<file path="config.mk">
export PLATFORM = sky130hd
export DESIGN_NAME = mem_arbiter
export DESIGN_NICKNAME = d
export VERILOG_FILES = /design/src/rtl/mem_arbiter.sv
export SDC_FILE = /design/constraint.sdc
export NUM_CORES = 1
export LEC_CHECK = 0
export BUFFER_PORTS_ARGS = -buffer_cell sky130_fd_sc_hd__buf_2
export CAP_MARGIN = 20
export CORE_AREA = 2 2 101 103
export CTS_CLUSTER_DIAMETER = 50
export DETAILED_ROUTE_END_ITERATION = 12
export DIE_AREA = 0 0 103 105
export PLACE_DENSITY = 0.5
export RECOVER_POWER = 100
export SLEW_MARGIN = 20
export SYNTH_ARGS = -nofsm -noshare
export SYNTH_HDL_FRONTEND = slang
export SYNTH_SLANG_ARGS = --single-unit
</file>
<file path="constraint.sdc">
create_clock -name clock -period 1.3 [get_ports clock]
set_input_delay 0.195 -clock clock [delete_from_list [all_inputs] [get_ports clock]]
set_output_delay 0.195 -clock clock [all_outputs]
set_load 0.01 [all_outputs]
</file>
<file path="src/rtl/mem_arbiter.sv">
// Two-master (CPU / IOP) arbiter for a single synchronous memory port.
// Ownership parks on the last owner. A waiting master takes over when the owner
// goes idle, or after the owner has had MAX_BURST grants while the other waited.
// Every handover spends one bubble cycle in which neither master is granted.
module mem_arbiter #(
    parameter int unsigned MAX_BURST = 4
) (
    input  logic         clock,
    input  logic         reset,

    input  logic         cpu_req,
    input  logic [15:31] cpu_addr,
    input  logic [0:3]   cpu_we,
    input  logic [0:31]  cpu_wdata,
    output logic         cpu_gnt,
    output logic         cpu_rvalid,
    output logic [0:31]  cpu_rdata,

    input  logic         iop_req,
    input  logic [15:31] iop_addr,
    input  logic [0:3]   iop_we,
    input  logic [0:31]  iop_wdata,
    output logic         iop_gnt,
    output logic         iop_rvalid,
    output logic [0:31]  iop_rdata,

    output logic [15:31] mem_address,
    output logic [0:3]   mem_write_en,
    output logic [0:31]  mem_data_in,
    input  logic [0:31]  mem_data_out
);

    localparam int unsigned BurstW = (MAX_BURST < 1) ? 1 : $clog2(MAX_BURST + 1);
    localparam logic [BurstW-1:0] BurstMax = BurstW'(MAX_BURST);

    typedef enum logic {
        OwnerCpu = 1'b0,
        OwnerIop = 1'b1
    } owner_e;

    owner_e            owner_q, owner_d;
    logic [BurstW-1:0] burst_q, burst_d;
    logic              cpu_rvalid_q, cpu_rvalid_d;
    logic              iop_rvalid_q, iop_rvalid_d;

    logic own_req;
    logic other_req;
    logic burst_full;
    logic switch_now;
    logic own_gnt;

    // Arbitration decision and grants for the current cycle.
    always_comb begin
        own_req    = (owner_q == OwnerIop) ? iop_req : cpu_req;
        other_req  = (owner_q == OwnerIop) ? cpu_req : iop_req;
        burst_full = (burst_q == BurstMax);
        // The handover edge is the bubble: the old owner is not granted in it,
        // and the new owner's grant can only follow once owner_q has flipped.
        switch_now = other_req & (~own_req | burst_full);
        own_gnt    = own_req & ~switch_now & ~reset;
        cpu_gnt    = own_gnt & (owner_q == OwnerCpu);
        iop_gnt    = own_gnt & (owner_q == OwnerIop);
    end

    // Next owner, burst count and read-return flags.
    always_comb begin
        owner_d      = owner_q;
        burst_d      = burst_q;
        cpu_rvalid_d = cpu_gnt & (cpu_we == 4'b0000);
        iop_rvalid_d = iop_gnt & (iop_we == 4'b0000);

        if (switch_now) begin
            owner_d = (owner_q == OwnerIop) ? OwnerCpu : OwnerIop;
            burst_d = '0;
        end else if (!other_req) begin
            // Uncontested traffic never counts toward a forced handover.
            burst_d = '0;
        end else if (own_gnt && !burst_full) begin
            burst_d = burst_q + BurstW'(1);
        end
    end

    // Memory port follows the owner; writes are only strobed on a real grant.
    always_comb begin
        mem_address  = (owner_q == OwnerIop) ? iop_addr  : cpu_addr;
        mem_data_in  = (owner_q == OwnerIop) ? iop_wdata : cpu_wdata;
        mem_write_en = 4'b0000;
        if (cpu_gnt) begin
            mem_write_en = cpu_we;
        end else if (iop_gnt) begin
            mem_write_en = iop_we;
        end
    end

    // Read data is the memory output itself; rvalid qualifies it per master.
    always_comb begin
        cpu_rdata  = mem_data_out;
        iop_rdata  = mem_data_out;
        cpu_rvalid = cpu_rvalid_q;
        iop_rvalid = iop_rvalid_q;
    end

    // State registers; reset also drops any read return still in flight.
    always_ff @(posedge clock or posedge reset) begin
        if (reset) begin
            owner_q      <= OwnerCpu;
            burst_q      <= '0;
            cpu_rvalid_q <= 1'b0;
            iop_rvalid_q <= 1'b0;
        end else begin
            owner_q      <= owner_d;
            burst_q      <= burst_d;
            cpu_rvalid_q <= cpu_rvalid_d;
            iop_rvalid_q <= iop_rvalid_d;
        end
    end

endmodule

</file>
---- Word level (Yosys, flattened, before mapping) ----
Index checks and enable logic that the tools add are counted.
storage, ports and cells
  logic and storage cells ................. 33
  output and inout bits ................... 121
  bits of input ports ..................... 142
  register bits after elaboration ......... 6
operators by class
  muxes and demuxes ....................... 10
  add/subtract/negate cells ............... 1
  reductions and logical operators ........ 4
  equality and inequality tests ........... 2
  bitwise gates (word level) .............. 12
operators by type and width
  cell                                                              count
  32-bit two-way mux                                                1
  17-bit two-way mux                                                1
  3-bit two-way mux                                                 3
  4-bit zero test                                                   2
  4-bit two-way mux                                                 2
  1-bit AND                                                         7
  1-bit inverter                                                    4
  3-bit by 1-bit adder with 3-bit output (second input constant)    1
  3-bit equality test (second input constant)                       1
  1-bit two-way mux                                                 3
  3-bit by 1-bit != test with 1-bit output (second input constant)  1
  1-bit logical AND                                                 1
  1-bit zero test                                                   1
  1-bit bitwise OR                                                  1

---- Logic depth before layout (Yosys ltp) ----
Gate-level depths: netlist of the first run.
  depth in word-level cells ............... 11
  gate-level depth with buffers ........... 6
  mapped depth without buffers ............ 5

---- Worst setup path before layout of the first run ----
OpenSTA, ideal clock, no wires.
  path kind ............................... reg2out
  from .................................... register burst_q[0]
  to ...................................... output port mem_write_en[0] in the netlist's numbering
  cell stages (with the launch flop) ...... 5
  path slack .............................. -0.183 ns
  buffers on the path ..................... 0
  arrival ................................. 1.288 ns
  required time ........................... 1.105 ns
  cells stage by stage .................... dfrtp_1 -> inv_1 -> ha_1 -> a311oi_4 -> a22o_1
on the way
  cells in the longest elaborated chain, start to end .. 9
  elaborated cells between the ends (all ways) .. 10
  classes of those cells .................. eq/ne: 1; mux: 2; bitwise: 7
RTL lines
  element                   line  RTL
  start: declaration        42    logic [BurstW-1:0] burst_q, burst_d;
  start signal: assignment  112   burst_q <= burst_d;
  3-bit equality test       56    burst_full = (burst_q == BurstMax);
  1-bit bitwise OR          59    switch_now = other_req & (~own_req | burst_full);
  1-bit AND                 59
  1-bit inverter            60    own_gnt = own_req & ~switch_now & ~reset;
  1-bit AND (2 in series)   60
  1-bit AND                 62    iop_gnt = own_gnt & (owner_q == OwnerIop);
  via iop_gnt               23    output logic iop_gnt,
  4-bit two-way mux         90    end else if (iop_gnt) begin
  4-bit two-way mux         88    if (cpu_gnt) begin
  end: declaration          28    output logic [0:3] mem_write_en,
The timed path passes the listed nets, and every way through them passes these cells.

---- Final worst setup path of the first run ----
  from .................................... register burst_q[0]
  to ...................................... output port mem_write_en[2] in the netlist's numbering
on the way
  cells in the longest elaborated chain, start to end .. 9
  elaborated cells between the ends (all ways) .. 10
  classes of those cells .................. eq/ne: 1; mux: 2; bitwise: 7
RTL lines
  element                      line
  3-bit equality test (*)      56
  1-bit bitwise OR (*)         59
  1-bit AND (*)                59
  1-bit inverter (*)           60
  1-bit AND (*) (2 in series)  60
  1-bit AND                    62
  4-bit two-way mux            90
  4-bit two-way mux (*)        88
Mark *: on every way between the ends. The rest lies on a longest branch, timed or not.

==> results of run 1 <==
==> final timing paths <==
kind / from / end / slack (ns) / cells past startpoint
setup / recovery: burst_q[0] / mem_write_en[2] / -0.40 / 6
hold / removal: iop_req / burst_q[2] / 0.26 / 2
setup reg to reg: owner_q / burst_q[1] / -0.16 / 5
hold reg to reg: burst_q[2] / iop_rvalid / 0.78 / 2
max in group asynchronous: reset / owner_q / 0.30 / 4
min in group asynchronous: reset / iop_rvalid / 0.74 / 4
==> flip-flops by register name, summed over array words and instances (netlist names) <==
name and count:
cpu_rvalid 1, owner_q 1, iop_rvalid 1, burst_q 3
==> layout make-up <==
type	instances	area, um^2	share of cell area
clock buffer	4	45.0	0.0183
tap	133	166	0.0676
timing repair buffer	191	1250	0.508
sequential	6	151	0.0615
multi-input combinational	77	833	0.338
inverter	4	15.0	0.00610
==> timing repair <==
action	in CTS	in global routing
pin swaps	6	8
buffers inserted	9	8
endpoints found under the setup margin	57	58
hold endpoints to repair	6	0
hold buffers	1	0
gates cloned	3	1
resized for setup	36	14
==> synth_stat cells (all sizes together) <==
library cell	count
a211oi	1
a21bo	1
a21o	1
a21oi	1
a22o	5
a311oi	1
and2	2
and3	1
and4b	1
buf	71
dfrtp	6
ha	2
inv	4
mux2	50
nand2	2
nand3	3
nor2	1
nor4	2
o211a	1
o21ai	1
xor2	1
==> critical path, delay by kind of cell, from the launching register on <==
family / cells / cell delay [ns]
and+or+nand+nor: 2 / 0.31
AOI/OAI and AO/OA: 1 / 0.20
adders and majority gates: 1 / 0.16
buffers and inverters: 2 / 0.22
DFF: 1 / 0.39
==> per-stage QoR <==
stage	hold slack (ns)	area (um^2)	TNS [ns]	cells
after floorplan	-0.0272	1490	-0.553	158
after global placement	0.227	2040	-1.32	394
after detailed placement	0.229	2040	-1.72	394
after CTS	0.251	2430	-17.36	411
after global routing	0.274	2460	-20.27	415
final	0.263	2460	-17.02	415
==> logic make-up after synthesis <==
| logic type | count (synthesis) | synth area share |
|---|---|---|
| mux | 50 | 0.382 |
| xor+xnor | 1 | 0.00590 |
| flops | 6 | 0.101 |
| buf+inv | 75 | 0.366 |
| compound gates | 12 | 0.0809 |
| fa+ha+maj | 2 | 0.0168 |
| simple gates | 12 | 0.0480 |
==> routing by layer <==
layer,wire length [um],track usage
met5,0,0
met3,537,0.0114
met1,1780,0.0681
met2,3120,0.192
met4,140,0.0291
==> power by group through the flow <==
stage,combinational [mW],clock [mW],sequential [mW]
floorplan,0.643,0,0.199
global route,1.16,0.324,0.202
detailed placement,0.824,0,0.206
global placement,0.812,0,0.206
CTS,1.08,0.307,0.202
finish,1.07,0.297,0.201
==> flow_summary.yaml, run 1 <==
finish:
  nFillCells: 1055
  layout_commonest_cell: "buf_2"
  post-route-util: 0.255
  antenna_cells: 0
  drive_gt1_frac: 0.901
  syn_to_final_growth_pct: 65.8
  nNetsFinal: 427
  mostFrequentLayoutCells: "buf_2, mux2_2, buf_6, buf_4"
sta:
  rsz0062_at_grt: "true"
  min_period_over_period: 1.31
  slew_violations: 0
  clock.fmax_mhz: 589
  setup_viol: 57
  relSlewSlack: 0.762
  hold_viol: 0
  final.setup_skew_ns: 0.00264
  post-route-min-period_ns: 1.70
  worst_slack_ns: -0.398
  worstMarginPinSlew_ns: 0.357
setup_path:
  slowest_delay_ns: 0.39
  cp.arrival_ns: 1.50
  slowest_stage: "dfrtp_1"
  crit_chain: "inv_2 -> ha_4 -> nand3_2 -> and4b_2 -> a22o_1 -> buf_2"
  required_ns: 1.11
  crit_type: "reg2out"
  crit_fanout: 6
  crit_path_end_kind: "output port"
  critPathLaunchType: "register"
detailed_routing:
  wl_per_cell_um: 13.4
  firstDrtPassIters: 4
  drt_iter0_markers: 31
  drc: 0
  num_vias: 1585
  drt.antenna.violating_nets: 0
  wirelength_um: 5580
  avgViaCountPerCell: 3.82
synth:
  synthTopCellsByArea: "mux2_2, buf_4, dfrtp_1, a22o_1, a311oi_4"
  synthCells: 158
  syn_area_um2: 1490
  syn_area_per_cell_um2: 9.40
  ys_ff_latch: 6
  synth-warning-count: 0
  synth-seq-area-share: 0.101
  synth_nets: 302
  synth_top_area_share: 0.372
  ys_types: 28
  yosysTopAreaCell: "mux2_2"
pwr:
  irDropWorstVdd_mv: 0.275
  leakage_nw: 1.28
  clock_power_share: 0.189
  p_per_area_nw_per_um2: 638
  internal_power_mw: 1.06
  combPwrFrac: 0.683
  total_power_mw: 1.57
  p_sw_mw: 0.513
  switching_share: 0.327
  sequentialPowerShare: 0.128
floorplan:
  rows: 36
  core_um2: 9640
  initial_core_util: 0.154
  die-area_um2: 10800
  die_w_um: 103
  fp.dieH_um: 105
  io_pins: 263
placed_design:
  io_buffer_count: 166
  pre_cts_slack_ns: -0.194
  routabilityCongestion: 0.748
  dp_hpwl_um: 4030
clock_network:
  insertion_delay_ns: 0.22
  cts_root_buffer: "clkbuf_8"
  clock_path_buffers: 2
  cts.htree.levels: 1
  clkTransAtPathRegs_ns: 0.04
  cts_sinks: 6
  numCtsBuffers: 3
  cts_tree: "done"
global_route:
  grt_pass1_vias: 1646
  grt_pass1_wl_um: 7270
  grt-ovfl-total: 0
  grt_start_max_net_pins: 23
  grtUsageTotal: 0.0854
  antenna_found_initial: 0
run:
  drv_cap: 0
status:
  violations: "setup timing"
  outcome: "finished, violations left"
min_path:
  hold_path_class: "in2reg"
No activity file was read; power rests on OpenSTA's default activity.
==> run 2, diff against run 1 <==
--- a/config.mk
+++ b/config.mk
@@ -5,12 +5,13 @@
 export SDC_FILE = /design/constraint.sdc
 export NUM_CORES = 1
 export LEC_CHECK = 0
+export ABC_AREA = 1
 export BUFFER_PORTS_ARGS = -buffer_cell sky130_fd_sc_hd__buf_2
 export CAP_MARGIN = 20
-export CORE_AREA = 2 2 101 103
+export CORE_AREA = 2 2 102 104
 export CTS_CLUSTER_DIAMETER = 50
 export DETAILED_ROUTE_END_ITERATION = 12
-export DIE_AREA = 0 0 103 105
+export DIE_AREA = 0 0 104 106
 export PLACE_DENSITY = 0.5
 export RECOVER_POWER = 100
 export SLEW_MARGIN = 20
==> run 2 against run 1 <==
  * The flow still finishes with violations (setup timing)
  * Die area up 1.9%
  * Non-clock buffer count up 16
  * Global-route usage up 2.0 points
  * Flip-flop and latch count unchanged
  * Cell area up 38%
  * Clock-buffer cell count unchanged
  * Clock skew up 0.0050 ns
  * Synthesized cell count up 86%
  * Combinational power rose to 6.0 times the previous value
  * Register-to-register slack worse by 0.08 ns
  * Critical path type unchanged
  * Highest routed layer unchanged
==> flow_summary.yaml, run 2 <==
min_path:
  hold_path_class: "in2reg"
floorplan:
  core_um2: 10000
  fp.dieH_um: 106
  io_pins: 263
  initial_core_util: 0.157
  die-area_um2: 11000
  rows: 37
  die_w_um: 104
placed_design:
  postPlaceCellArea_um2: 2190
  dp_hpwl_um: 4590
  io_buffer_count: 166
  routabilityCongestion: 0.716
  pre_cts_slack_ns: -0.123
  dp.cells: 536
detailed_routing:
  num_vias: 2277
  wirelength_um: 7720
  avgViaCountPerCell: 4.03
  drt_iter0_markers: 86
  firstDrtPassIters: 4
  drt.antenna.violating_nets: 0
  drc: 0
  wl_per_cell_um: 13.7
finish:
  layout_commonest_cell: "buf_2"
  drive_gt1_frac: 0.762
  final_area_um2: 3390
  final_cells: 565
  mostFrequentLayoutCells: "buf_2, nand2_1, nand2_2, nand2_4, buf_6"
  top_register: "burst_q"
  nNetsFinal: 574
  seqCellArea_um2: 151
  largest_reg_flops: 3
  multi_input_area_um2: 1360
  nFillCells: 1077
  antenna_cells: 0
  syn_to_final_growth_pct: 116
synth:
  synth_top_area_share: 0.400
  ys_ff_latch: 6
  async_flop_share: 1.00
  ys_top_cells_by_count: "nand2_1, buf_4, buf_2, nor2_1"
  yosysTopAreaCell: "nand2_1"
  synth-seq-area-share: 0.0958
  syn_area_per_cell_um2: 5.33
  synth_nets: 438
  synthTopCellsByArea: "nand2_1, buf_4, dfrtp_1, buf_2, nand4_1"
  synth-warning-count: 0
  syn_area_um2: 1570
  synth_edf_count: 0
  synthCells: 294
  yosys_most_used_dff: "dfrtp_1"
  ys_types: 18
  yosysMostFrequentCell: "nand2_1"
sta:
  slew_violations: 0
  setup_viol: 59
  relSlewSlack: 0.847
  final.setup_skew_ns: 0.00763
  post-route-min-period_ns: 1.62
  tns_ns: -15.72
  min_period_over_period: 1.25
  worstMarginPinSlew_ns: 0.230
  clock.fmax_mhz: 616
  rsz0062_at_grt: "true"
  worst_slack_ns: -0.322
  hold_viol: 0
clock_network:
  numCtsBuffers: 3
  insertion_delay_ns: 0.23
  cts.htree.levels: 1
  cts_tree: "done"
  cts_root_buffer: "clkbuf_8"
  cts_sinks: 6
  clkTransAtPathRegs_ns: 0.04
  clock_path_buffers: 2
status:
  outcome: "finished, violations left"
  violations: "setup timing"
pwr:
  p_per_area_nw_per_um2: 2080
  total_power_mw: 7.05
  leakage_nw: 1.96
  irDropWorstVdd_mv: 0.541
setup_path:
  critPathLaunchType: "register"
  crit_fanout: 7
  cp.arrival_ns: 1.43
  required_ns: 1.11
  crit_path_end_kind: "output port"
  crit_type: "reg2out"
global_route:
  grt-ovfl-total: 0
  grt_start_max_net_pins: 27
  grtUsageTotal: 0.106
  grt_pass1_wl_um: 9490
  antenna_found_initial: 0
  grt_pass1_vias: 2016
run:
  drv_cap: 0
run 2: area by class of cell:
| cell class | instances | area share |
|---|---|---|
| Clock buffer | 4 | 0.0133 |
| Tap cell | 136 | 0.0502 |
| Inverter | 9 | 0.0114 |
| Timing Repair Buffer | 207 | 0.480 |
| Multi-Input combinational cell | 203 | 0.401 |
| Sequential cell | 6 | 0.0446 |
run 2: final timing paths:
| kind | startpoint | end | slack [ns] | depth (start not counted) |
|---|---|---|---|---|
| worst max-delay path | owner_q | mem_address[16] | -0.32 | 7 |
| worst min-delay path | iop_we[2] | iop_rvalid | 0.27 | 4 |
| max in group asynchronous | reset | owner_q | 0.52 | 4 |
| worst max register to register | owner_q | burst_q[2] | -0.24 | 10 |
| worst min register to register | burst_q[1] | burst_q[1] | 0.62 | 3 |
| min in group asynchronous | reset | burst_q[1] | 0.46 | 3 |
run 2: cells by family (layout without fill, tap and decap cells):
family / Yosys count / count (layout) / synth area share
AOI/OAI and AO/OA: 3 / 3 / 0.00957
xor gates and xnor gates: 1 / 1 / 0.00559
adders and majority gates: 2 / 2 / 0.0160
buffers and inverters: 86 / 220 / 0.370
DFF: 6 / 6 / 0.0958
and+or+nand+nor: 196 / 197 / 0.503
run 2: per-stage QoR:
step / utilization / hold slack [ns]
floorplan: - / 0.00270
global placement: 0.219 / 0.115
detailed placement: 0.219 / 0.112
CTS: 0.257 / 0.266
global route: 0.339 / 0.279
finish: 0.339 / 0.266
run 2: routing by layer:
| metal | vias up | wire [um] | global-route usage |
|---|---|---|---|
| met2 | 125 | 4140 | 0.197 |
| met5 | - | 0 | 0 |
| li1 | 1100 | - | - |
| met1 | 1020 | 3000 | 0.121 |
| met3 | 32 | 460 | 0.0221 |
| met4 | 0 | 128 | 0.0319 |
run 2: power by group:
part           switching [mW]  leakage [nW]  internal [mW]  total [mW]
clock network          0.0875        0.0228          0.211       0.299
logic                    3.15          1.86           3.32        6.47
registers              0.0479        0.0797          0.229       0.277
total                    3.29          1.96           3.76        7.05
run 2: what timing repair did:
item                                    in CTS  in global routing
endpoints found under the setup margin      60                 60
cloned                                       5                  6
gates resized for setup                     52                165
setup buffers                                7                  8
hold buffers                                 1                  0
hold endpoints to repair                     2                  0
pin swaps                                    8                 39
run 2: critical path, cell delays in order, from the launching register on:
cell	delay, ns
dfrtp_2	0.45
inv_4	0.12
buf_12	0.15
buf_12	0.12
buf_16	0.14
nand2_2	0.05
nand2_1	0.05
buf_2	0.12
==> run 3, diff against run 2 <==
--- a/config.mk
+++ b/config.mk
@@ -8,11 +8,12 @@
 export ABC_AREA = 1
 export BUFFER_PORTS_ARGS = -buffer_cell sky130_fd_sc_hd__buf_2
 export CAP_MARGIN = 20
-export CORE_AREA = 2 2 102 104
+export CORE_AREA = 10 10 94 96
+export CTS_BUF_LIST = sky130_fd_sc_hd__clkbuf_16
 export CTS_CLUSTER_DIAMETER = 50
 export DETAILED_ROUTE_END_ITERATION = 12
 export DIE_AREA = 0 0 104 106
-export PLACE_DENSITY = 0.5
+export PLACE_DENSITY = 0.67
 export RECOVER_POWER = 100
 export SLEW_MARGIN = 20
 export SYNTH_ARGS = -nofsm -noshare
==> run 3 against run 2 <==
  * The run still ends with setup timing left
  * First-iteration DRC count fell by 62%
  * Flip-flop and latch count did not move
  * Critical path depth rose by 1
  * Clock skew is 0.0062 ns lower
  * Critical path type unchanged
==> flow_summary.yaml, run 3 (synthesis gave the netlist of run 2 again) <==
global_route:
  grtUsageMet3: 0.0568
  grt_use_met2: 0.207
  grtUsageTotal: 0.115
  antenna_found_initial: 0
  grtUsageMet1: 0.117
  grt_pass1_wl_um: 10900
  grt-ovfl-total: 0
  grt-busiest-layer: "met2"
  grt_start_max_net_pins: 30
  grt_pass1_vias: 2234
min_path:
  hold_path_class: "in2reg"
  min_path_cells: 4
  worstHoldStart: "iop_we[2]"
setup_path:
  startpoint: "owner_q"
  slowest_delay_ns: 0.44
  r2r_start: "owner_q"
  slowest_stage: "dfrtp_2"
  crit_fanout: 5
  crit_chain: "inv_4 -> nand2_4 -> buf_6 -> nand3_4 -> nand2_8 -> nand4_1 -> nand2_1 -> buf_2"
  critPathLaunchType: "register"
  required_ns: 1.11
  cp.arrival_ns: 1.43
  crit_type: "reg2out"
  path_buf_inv: 3
  crit_cells: 8
  path_delay_family: "flip-flops"
  crit_path_end_kind: "output port"
  rr_worst_depth: 8
detailed_routing:
  num_vias: 2122
  firstDrtPassIters: 4
  drc: 0
  avgViaCountPerCell: 4.14
  wl_per_cell_um: 14.2
  drt_iter0_markers: 33
  drt.antenna.violating_nets: 0
  wirelength_um: 7260
floorplan:
  io_pins: 263
  rows: 31
  fp.dieH_um: 106
  die-area_um2: 11000
  die_w_um: 104
  initial_core_util: 0.222
  core_um2: 7060
pwr:
  p_per_area_nw_per_um2: 1890
  irDropWorstVdd_mv: 0.677
  total_power_mw: 4.61
  leakage_nw: 1.55
sta:
  hold_viol: 0
  worstMarginPinSlew_ns: 0.286
  clock.fmax_mhz: 614
  rsz0062_at_grt: "true"
  worst_slack_ns: -0.330
  setup_viol: 59
  final.setup_skew_ns: 0.00138
  post-route-min-period_ns: 1.63
  min_period_over_period: 1.25
  relSlewSlack: 0.808
  slew_violations: 0
placed_design:
  dp_hpwl_um: 5770
  io_buffer_count: 166
  routabilityCongestion: 0.734
clock_network:
  numCtsBuffers: 3
  cts.htree.levels: 1
  insertion_delay_ns: 0.23
  cts_tree: "done"
  cts_sinks: 6
  clkTransAtPathRegs_ns: 0.04
  clock_path_buffers: 2
  cts_root_buffer: "clkbuf_16"
finish:
  syn_to_final_growth_pct: 55.5
  mostFrequentLayoutCells: "nand2_1, buf_2, buf_4, nor2_1, nand4_1"
  nNetsFinal: 558
  top_register: "burst_q"
  layout_commonest_cell: "nand2_1"
  nFillCells: 792
  largest_reg_flops: 3
  drive_gt1_frac: 0.506
  antenna_cells: 0
  post-route-util: 0.345
status:
  violations: "setup timing"
  outcome: "finished, violations left"
run:
  drv_cap: 0
-- run 3: cell types whose count changed in the layout (fill, tap and decap cells not counted), sizes merged --
cell | before | now
clkbuf | 9 | 8
buf | 201 | 185
inv | 9 | 10
-- run 3: per-stage QoR --
step	area [um^2]	cells	TNS, ns	setup slack (ns)	hold slack (ns)
detailed placement	2120	497	-1.12	-0.126	0.138
CTS	2370	510	-11.40	-0.328	0.275
global route	2440	512	-18.50	-0.420	0.281
floorplan	1580	294	-0.00491	-0.00246	0.00270
global placement	2120	497	-0.511	-0.0739	0.136
finish	2440	512	-13.66	-0.330	0.271
-- run 3: worst paths after layout --
check                                       end  slack [ns]
worst min-delay path                 iop_rvalid        0.27
worst max register to register          owner_q       -0.13
worst max-delay path            mem_write_en[1]       -0.33
worst min register to register       burst_q[1]        0.61
max in group asynchronous               owner_q        0.41
min in group asynchronous            iop_rvalid        0.48
-- run 3: layout make-up --
class | instances | area [um^2] | area share
repair buffers | 191 | 1100 | 0.452
multi-input cells | 203 | 943 | 0.387
flip-flops and latches | 6 | 151 | 0.0621
well taps | 99 | 124 | 0.0508
clock buffers | 3 | 75.1 | 0.0308
inverters | 9 | 38.8 | 0.0159
clock inverters | 1 | 3.75 | 0.00154
-- run 3: worst min-delay path, delay by kind of cell --
kind          cells  cell delay (ns)
simple gates      3             0.18
buf+inv           1             0.09
-- run 3: timing repair --
item / in CTS / in global routing
endpoints found under the hold margin: 3 / 0
gates cloned: 2 / 1
pin swaps: 7 / 12
buffers inserted: 6 / 3
resized for setup: 23 / 15
setup endpoints to repair: 60 / 60
hold buffers: 1 / 0
-- run 3: report_power, final --
group | total [mW] | switching [mW] | internal, mW
sequential | 0.276 | 0.0461 | 0.229
clock | 0.523 | 0.123 | 0.400
combinational | 3.81 | 2.18 | 1.63
-- run 3: layer usage --
metal	up-vias	share of wire
met1	917	0.36
met4	0	0.020
met3	17	0.10
li1	1066	-
met5	-	0
met2	122	0.52
